**config.mk**
```make
export PLATFORM = sky130hd
export DESIGN_NAME = regfile_wb_ctrl
export DESIGN_NICKNAME = d
export VERILOG_FILES = /design/src/rtl/regfile_pkg.sv /design/src/rtl/wb_scoreboard.sv /design/src/rtl/regfile_wb_ctrl.sv
export SDC_FILE = /design/constraint.sdc
export NUM_CORES = 1
export LEC_CHECK = 0
export ABC_AREA = 1
export CAP_MARGIN = 5
export CORE_UTILIZATION = 40
export CTS_BUF_LIST = sky130_fd_sc_hd__clkbuf_8
export CTS_CLUSTER_SIZE = 12
export DETAILED_ROUTE_END_ITERATION = 12
export GPL_TIMING_DRIVEN = 0
export PLACE_DENSITY = 0.71
export SYNTH_ARGS = -nofsm -noshare
export SYNTH_HDL_FRONTEND = slang
export SYNTH_SLANG_ARGS = --single-unit
```
**constraint.sdc**
```tcl
create_clock -name clk -period 3.2 [get_ports clk]
set_input_delay 0.48 -clock clk [delete_from_list [all_inputs] [get_ports clk]]
set_output_delay 0.48 -clock clk [all_outputs]
set_load 0.01 [all_outputs]
```
**src/rtl/regfile_pkg.sv**
```systemverilog
// Shared constants and types for the register-file write-back path.
// The grant encoding names which requester owns the single write port this cycle.
package regfile_pkg;

    localparam int XLEN       = 32;
    localparam int NUM_REGS   = 32;
    localparam int REG_ADDR_W = 5;

    typedef struct packed {
        logic [REG_ADDR_W-1:0] rd;
        logic [XLEN-1:0]       data;
    } wb_req_t;

    typedef enum logic [1:0] {
        WB_NONE,
        WB_ALU,
        WB_LSU
    } wb_src_e;

endpackage

```
**src/rtl/wb_scoreboard.sv**
```systemverilog
// Pending-write scoreboard: one busy bit per architectural register.
// Precedence at the edge: flush clears everything, otherwise a new set beats a same-cycle commit.
module wb_scoreboard
    import regfile_pkg::*;
#(
    parameter int NUM_REGS = 32
) (
    input  logic                  clk,
    input  logic                  reset_n,
    input  logic                  set_en,
    input  logic [REG_ADDR_W-1:0] set_rd,
    input  logic                  clr_en,
    input  logic [REG_ADDR_W-1:0] clr_rd,
    input  logic                  flush,
    input  logic [REG_ADDR_W-1:0] rs1_addr,
    input  logic [REG_ADDR_W-1:0] rs2_addr,
    output logic                  rs1_busy,
    output logic                  rs2_busy
);

    logic [NUM_REGS-1:0] busy;
    logic [NUM_REGS-1:0] set_mask;
    logic [NUM_REGS-1:0] clr_mask;

    // x0 is never marked, so busy[0] stays 0 and the query needs no special case
    always_comb begin
        set_mask = '0;
        clr_mask = '0;
        if (set_en && set_rd != '0)
            set_mask[set_rd] = 1'b1;
        if (clr_en)
            clr_mask[clr_rd] = 1'b1;
    end

    always_ff @(posedge clk or negedge reset_n) begin
        if (!reset_n)
            busy <= '0;
        else if (flush)
            busy <= '0;
        else
            busy <= (busy & ~clr_mask) | set_mask;
    end

    assign rs1_busy = busy[rs1_addr];
    assign rs2_busy = busy[rs2_addr];

endmodule

```
**src/rtl/regfile_wb_ctrl.sv**
```systemverilog
// Write-back controller: arbitrates ALU and LSU onto the register-file write port
// through one register stage and tracks pending destinations for hazard stalls.
module regfile_wb_ctrl
    import regfile_pkg::*;
#(
    parameter int XLEN         = 32,
    parameter int NUM_REGS     = 32,
    parameter int STARVE_LIMIT = 3
) (
    input  logic                  clk,
    input  logic                  reset_n,
    input  logic                  alu_valid_i,
    output logic                  alu_ready_o,
    input  logic [REG_ADDR_W-1:0] alu_rd_i,
    input  logic [XLEN-1:0]       alu_data_i,
    input  logic                  lsu_valid_i,
    output logic                  lsu_ready_o,
    input  logic [REG_ADDR_W-1:0] lsu_rd_i,
    input  logic [XLEN-1:0]       lsu_data_i,
    input  logic                  sb_set_i,
    input  logic [REG_ADDR_W-1:0] sb_set_rd_i,
    input  logic                  flush_i,
    input  logic [REG_ADDR_W-1:0] rs1_addr_i,
    input  logic [REG_ADDR_W-1:0] rs2_addr_i,
    output logic                  rs1_busy_o,
    output logic                  rs2_busy_o,
    output logic                  rf_wr_en_o,
    output logic [REG_ADDR_W-1:0] rf_rd_addr_o,
    output logic [XLEN-1:0]       rf_wr_data_o
);

    localparam int               CNT_W   = $clog2(STARVE_LIMIT + 1);
    localparam logic [CNT_W-1:0] CNT_MAX = CNT_W'(STARVE_LIMIT);

    wb_src_e               grant;
    logic [CNT_W-1:0]      starve_cnt;
    logic [REG_ADDR_W-1:0] win_rd;
    logic [XLEN-1:0]       win_data;

    // LSU normally wins; a starved ALU takes the port once its loss count saturates
    always_comb begin
        grant = WB_NONE;
        if (reset_n) begin
            if (alu_valid_i && (!lsu_valid_i || starve_cnt == CNT_MAX))
                grant = WB_ALU;
            else if (lsu_valid_i)
                grant = WB_LSU;
        end
    end

    assign alu_ready_o = (grant == WB_ALU);
    assign lsu_ready_o = (grant == WB_LSU);

    always_comb begin
        win_rd   = lsu_rd_i;
        win_data = lsu_data_i;
        if (grant == WB_ALU) begin
            win_rd   = alu_rd_i;
            win_data = alu_data_i;
        end
    end

    always_ff @(posedge clk or negedge reset_n) begin
        if (!reset_n)
            starve_cnt <= '0;
        else if (!alu_valid_i || alu_ready_o)
            starve_cnt <= '0;
        else if (starve_cnt != CNT_MAX)
            starve_cnt <= starve_cnt + 1'b1;
    end

    // Writes to x0 still complete the handshake but never reach the register file
    always_ff @(posedge clk or negedge reset_n) begin
        if (!reset_n) begin
            rf_wr_en_o   <= 1'b0;
            rf_rd_addr_o <= '0;
            rf_wr_data_o <= '0;
        end else if (grant != WB_NONE) begin
            rf_wr_en_o   <= (win_rd != '0);
            rf_rd_addr_o <= win_rd;
            rf_wr_data_o <= win_data;
        end else begin
            rf_wr_en_o   <= 1'b0;
        end
    end

    wb_scoreboard #(
        .NUM_REGS (NUM_REGS)
    ) u_scoreboard (
        .clk      (clk),
        .reset_n  (reset_n),
        .set_en   (sb_set_i),
        .set_rd   (sb_set_rd_i),
        .clr_en   (rf_wr_en_o),
        .clr_rd   (rf_rd_addr_o),
        .flush    (flush_i),
        .rs1_addr (rs1_addr_i),
        .rs2_addr (rs2_addr_i),
        .rs1_busy (rs1_busy_o),
        .rs2_busy (rs2_busy_o)
    );

endmodule

```
[Word-level counts from Yosys, hierarchy flattened]
Index checks and enable logic that the tools add are counted.
Operators by class
  add/subtract/negate cells: 1
  eq/ne operators: 4
  reduce and logical (&&, ||, !) cells: 12
  bitwise logic cells: 3
  order comparisons: 6
  muxes and demuxes: 19
Operator list (number)
  $mux 32: 4
  $and 32x32->32: 1
  $not 32->32: 1
  $or 32x32->32: 1
  $lt 5x6->1 const B: 4
  $bmux 1 s5: 2
  $demux 1 s5: 2
  $ge 5x1->1 const B: 2
  $mux 2: 5
  $reduce_bool 5->1: 2
  $mux 1: 5
  $mux 5: 1
  $eq 2x2->1 const B: 2
  $logic_and 1x1->1: 4
  $reduce_bool 2->1: 2
  $add 2x1->2 const B: 1
  $eq 2x1->1 const B: 1
  $logic_not 1->1: 2
  $logic_or 1x1->1: 2
  $ne 2x2->1 const B: 1
Storage, ports and cells
  bits of input ports: 95
  bits in registers: 72
  output and inout bits: 42
  word-level logic and storage cells: 50

[Longest topological paths before layout]
  word-level depth: 9
  depth in mapped cells: 11
  mapped depth without buffers: 9

[Modules after synthesis]
From an unflattened synthesis, not the netlist that was laid out.
Unflattened totals
  cells, all modules: 545
  area total of the unflattened synthesis: 4297.9 um2
By module, submodules not included
  wb_scoreboard: area an instance 2177.1 um2, instances 1, cells each 321
  regfile_wb_ctrl: area an instance 2120.8 um2, instances 1, cells each 224

[Worst setup path after synthesis]
Ideal clock, no wire load.
  path kind: input -> output
  start point: input rs1_addr_i[0]
  end point: output rs1_busy_o
  stages: 11
  data arrival time: 1.301 ns
  slack: 1.419 ns
  required time: 2.720 ns
  buffers on the path: 2
  path through: buf_2 -> inv_2 -> buf_4 -> nand2_1 -> nand3_1 -> nand3_1 -> nand2_1 -> nand2_1 -> nand2_1 -> nand2_1 -> nand2_1
On the way
  cells in the longest elaborated chain, start to end: 2
RTL lines
  start, declared: line regfile_wb_ctrl.sv:23  | input logic [REG_ADDR_W-1:0] rs1_addr_i,
  $bmux 1 s5: line wb_scoreboard.sv:44  | assign rs1_busy = busy[rs1_addr];
  $mux 1 (not written as such): line wb_scoreboard.sv:44
  end, declared: line regfile_wb_ctrl.sv:25  | output logic rs1_busy_o,
No other way between the ends. The select of a mux whose other input is x is not followed.

[Final worst setup path]
  start point: input reset_n
  end point: output alu_ready_o
On the way
  cells in the longest elaborated chain, start to end: 2
RTL lines
  start, declared: line regfile_wb_ctrl.sv:11  | input logic reset_n,
  $mux 2: line regfile_wb_ctrl.sv:43  | if (reset_n) begin
  $eq 2x1->1: line regfile_wb_ctrl.sv:51  | assign alu_ready_o = (grant == WB_ALU);
  end, declared: line regfile_wb_ctrl.sv:13  | output logic alu_ready_o,
No other way between the ends.

==> results.md <==
* Max incr delay on CP at 540 ps
* Pwr per Cell Area at 466 mW/mm^2
* Result of the run: completed
* Final net count at 803
* Cells after synthesis at 562
* Post-synthesis compound-gate area fraction at 0.144
* Via Count at 4374
* Post-cts repair resize count at 0
* Fraction of the mapped netlist area in adder cells at 0.00296
* Slack of the critical path at 188 ps
* Post-Synthesis Net Count at 658
* Longest Clk Path Bufs at 2
* HPWL reported at the end of detailed placement at 9640 um
* Avg WL per Cell at 14.8 um
* Tot GR Track Use at 0.238
* Cell mode on critical path: buf_4
* Number of synthesized register bits at 72
* Sequential-to-total area share from yosys stat at 0.427
* Clock skew after layout at 11.9 ps
* Maximum frequency from static timing analysis at 332 MHz
* Final Cycle Share at 0.941
* Starting DRT DRC Count at 300
* Standard cell core area at 0.0103 sq mm
* Share of synthesized flip-flops with an asynchronous set or reset at 1.00
* Top cell type's share of synthesized area at 0.427
* Routed wire length at 12600 um
* Fraction of layout instances using a drive strength above 1 at 0.145
* Minimum hold slack at 480 ps
* Worst slew margin relative to its limit at 0.408
* Max FO, Critical Path at 73
* Number of buffers inserted during clock tree synthesis at 9
* First-pass GRT wire length at 20900 um
* Die extent in x at 105 um
* Worst setup timing slack at the placement stage at 589 ps
* Total setup violations reported at the end of the flow at 0
* Vias per std cell at 5.16
* Area after detailed placement at 0.00574 sq mm
* XOR/XNOR Fraction of Synth Area at 0.00207
* Post-Syn Area per Cell at 7.51 sq um
* Area of the mapped netlist at 0.00422 sq mm
* Pin slew with the least headroom to its limit at 881 ps
* Number of warnings printed during yosys synthesis at 0
* Type of the setup path with the least slack: input pin to primary output
* Number of clock sinks at 72
* Worst endpoint data arrival time at 2530 ps
* Largest cells by area after synthesis: dfrtp_1 43%, nand2_1 16%, nand3_1 7.6%, nand3_2 4.5%, o21ai_0 4.0%
* Number of fillers in the final layout at 915
* TritonCTS clock tree: yes
* Category of the worst setup path capture point: primary output
* Congestion Overflow GR at 0
* Largest area contributor in the netlist: dfrtp_1
* Kind of path behind the tightest hold check: input pin to async pin
* Number of antenna violations at the first check in global routing at 0
* Crit path required time at 2720 ps
* Overall die area at 0.0110 sq mm
* Post-Layout Inst Area at 0.00602 sq mm
* Residual DRC at 0
* Master cell of the clock root buffer: clkbuf_8
* Final Hold Viols at 0
* Vias in the first global route at 4401
* FP Rows at 37
* Maximum level of the CTS H-tree at 3
* Area share of and/or/nand/nor cells after synthesis at 0.332
* Pin count of the biggest net entering global routing at 74
* Relative area change from synthesis to final layout at 42.5%
* Logic depth of the worst register-to-register path at 9
* Number of synthesized flops with an enable pin at 0
* Critical path cell sequence: dlygate4sd3_1, buf_4, buf_16, nand3_4, inv_2, buf_4, clkdlybuf4s50_1
* Count of nets left with antenna violations after detail routing at 0
* Sum of negative setup slack at 0 ps
* Initial cell density of the core at 0.411
* Count of max-cap constraint violations at 0
* Combinational family with the most area after synthesis: simple AND/OR/NAND/NOR gates
* Clock-pin transition on the worst setup and hold timing paths at 70 ps
* Pleak at 2.60 nW
* Most used flip-flop cell after synthesis: dfrtp_1
* Post-synthesis mux area share at 0
* Die H at 105 um
* Final antenna diode count at 0
* Number of unique standard cell types used by synthesis at 26
* Number of search-and-repair iterations in the first detailed-routing pass at 5
* IO Pins at 137
* Cell at the slowest stage of the critical path: clkdlybuf4s50_1
* Slew Viols, Final at 0
* Routability congestion estimate from global placement at 0.972
* RSZ-0062 raised after global routing: false
* Number of I/O port buffers at 132
* Maximum vdd ir drop at 237 uV
* Clk_lat worst skew at 340 ps
* Minimum period implied by the final worst setup slack at 3010 ps
* Critical path launch point type: input pin
[layout by cell type (no fill, tap or decap), types with 2 or more instances in the layout]
| cell | n |
|---|---|
| buf_12 | 2 |
| nor2_1 | 23 |
| nor3_1 | 9 |
| clkdlybuf4s50_1 | 131 |
| o21ai_2 | 18 |
| dfrtp_1 | 72 |
| inv_1 | 29 |
| nor3_2 | 3 |
| a21oi_1 | 32 |
| o21ai_0 | 34 |
| buf_4 | 5 |
| nand2_1 | 183 |
| clkbuf_8 | 10 |
| buf_2 | 9 |
| o21ai_1 | 13 |
| bufinv_16 | 4 |
| o22ai_1 | 9 |
| clkbuf_1 | 5 |
| inv_2 | 23 |
| buf_6 | 4 |
| nand3_1 | 64 |
| nand3_2 | 19 |
[per-stage QoR]
stage | power [mW] | utilization | std cells
6_report | 2.80 | 0.585 | 847
5_1_grt | 2.92 | 0.585 | 847
4_1_cts | 2.81 | 0.585 | 847
3_5_place_dp | 1.86 | 0.558 | 831
3_3_place_gp | 1.84 | 0.556 | 830
2_1_floorplan | 1.43 | - | 562
[power by group]
group / total (mW) / switching [mW] / internal, mW
Sequential: 1.09 / 0.0851 / 1.01
Combinational: 0.755 / 0.368 / 0.387
Clock: 0.955 / 0.339 / 0.616
[timing repair]
action                    CTS  global route
hold endpoints to repair    1             0
buffers inserted            0             0
hold buffers                1             0
[layout make-up]
class	count	area [sq um]	area share
Clock buffer	10	138	0.0229
Tap cell	136	170	0.0283
Multi-Input combinational cell	413	2030	0.338
Clock inverter	5	129	0.0214
Buffer	25	194	0.0322
Inverter	52	195	0.0324
Timing Repair Buffer	134	1360	0.225
Sequential cell	72	1800	0.300
[layer usage]
metal | vias to the layer above | global-route usage | part of all wire
li1 | 2140 | - | -
met3 | 22 | 0.0680 | 0.10
met2 | 230 | 0.395 | 0.47
met1 | 1982 | 0.299 | 0.41
met4 | 0 | 0.0755 | 0.015
met5 | - | 0 | 0
[state kept, by name, summed over array words and instances, names as in the netlist]
name               cells
starve_cnt             2
rf_wr_data_o          32
u_scoreboard.busy     32
rf_wr_en_o             1
rf_rd_addr_o           5
[worst max-delay path, delay by kind of cell]
| family | cells | cell delay, ps |
|---|---|---|
| simple gates | 1 | 190 |
| buf+inv | 6 | 1840 |
[cells by family (layout without fill, tap and decap cells)]
kind of cell,count (synthesis),count (layout)
DFF,72,72
and+or+nand+nor,305,305
AOI/OAI and AO/OA,106,106
xor gates and xnor gates,1,1
adders and majority gates,1,1
buffers and inverters,77,226
[cell usage after synthesis, types with 2 or more instances]
library cell,instances
nand2_1,183
dfrtp_1,72
nand3_1,64
o21ai_0,34
a21oi_1,32
inv_1,29
inv_2,23
nor2_1,23
nand3_2,19
o21ai_2,18
o21ai_1,13
buf_2,9
nor3_1,9
o22ai_1,9
clkbuf_1,5
buf_4,4
buf_6,4
nor3_2,3
buf_12,2
[path summary, 6_finish.rpt]
kind                                  from          endpoint  slack, ps
setup / recovery                   reset_n       alu_ready_o        190
hold / removal                     reset_n   rf_wr_data_o[1]        480
setup reg to reg             starve_cnt[0]   rf_wr_data_o[7]       1490
hold reg to reg            rf_wr_data_o[8]   rf_wr_data_o[8]        500
max in group asynchronous          reset_n  rf_wr_data_o[23]       2190
min in group clk           rf_wr_data_o[8]   rf_wr_data_o[8]        500
Note: power is estimated with default switching activity, not from simulation.
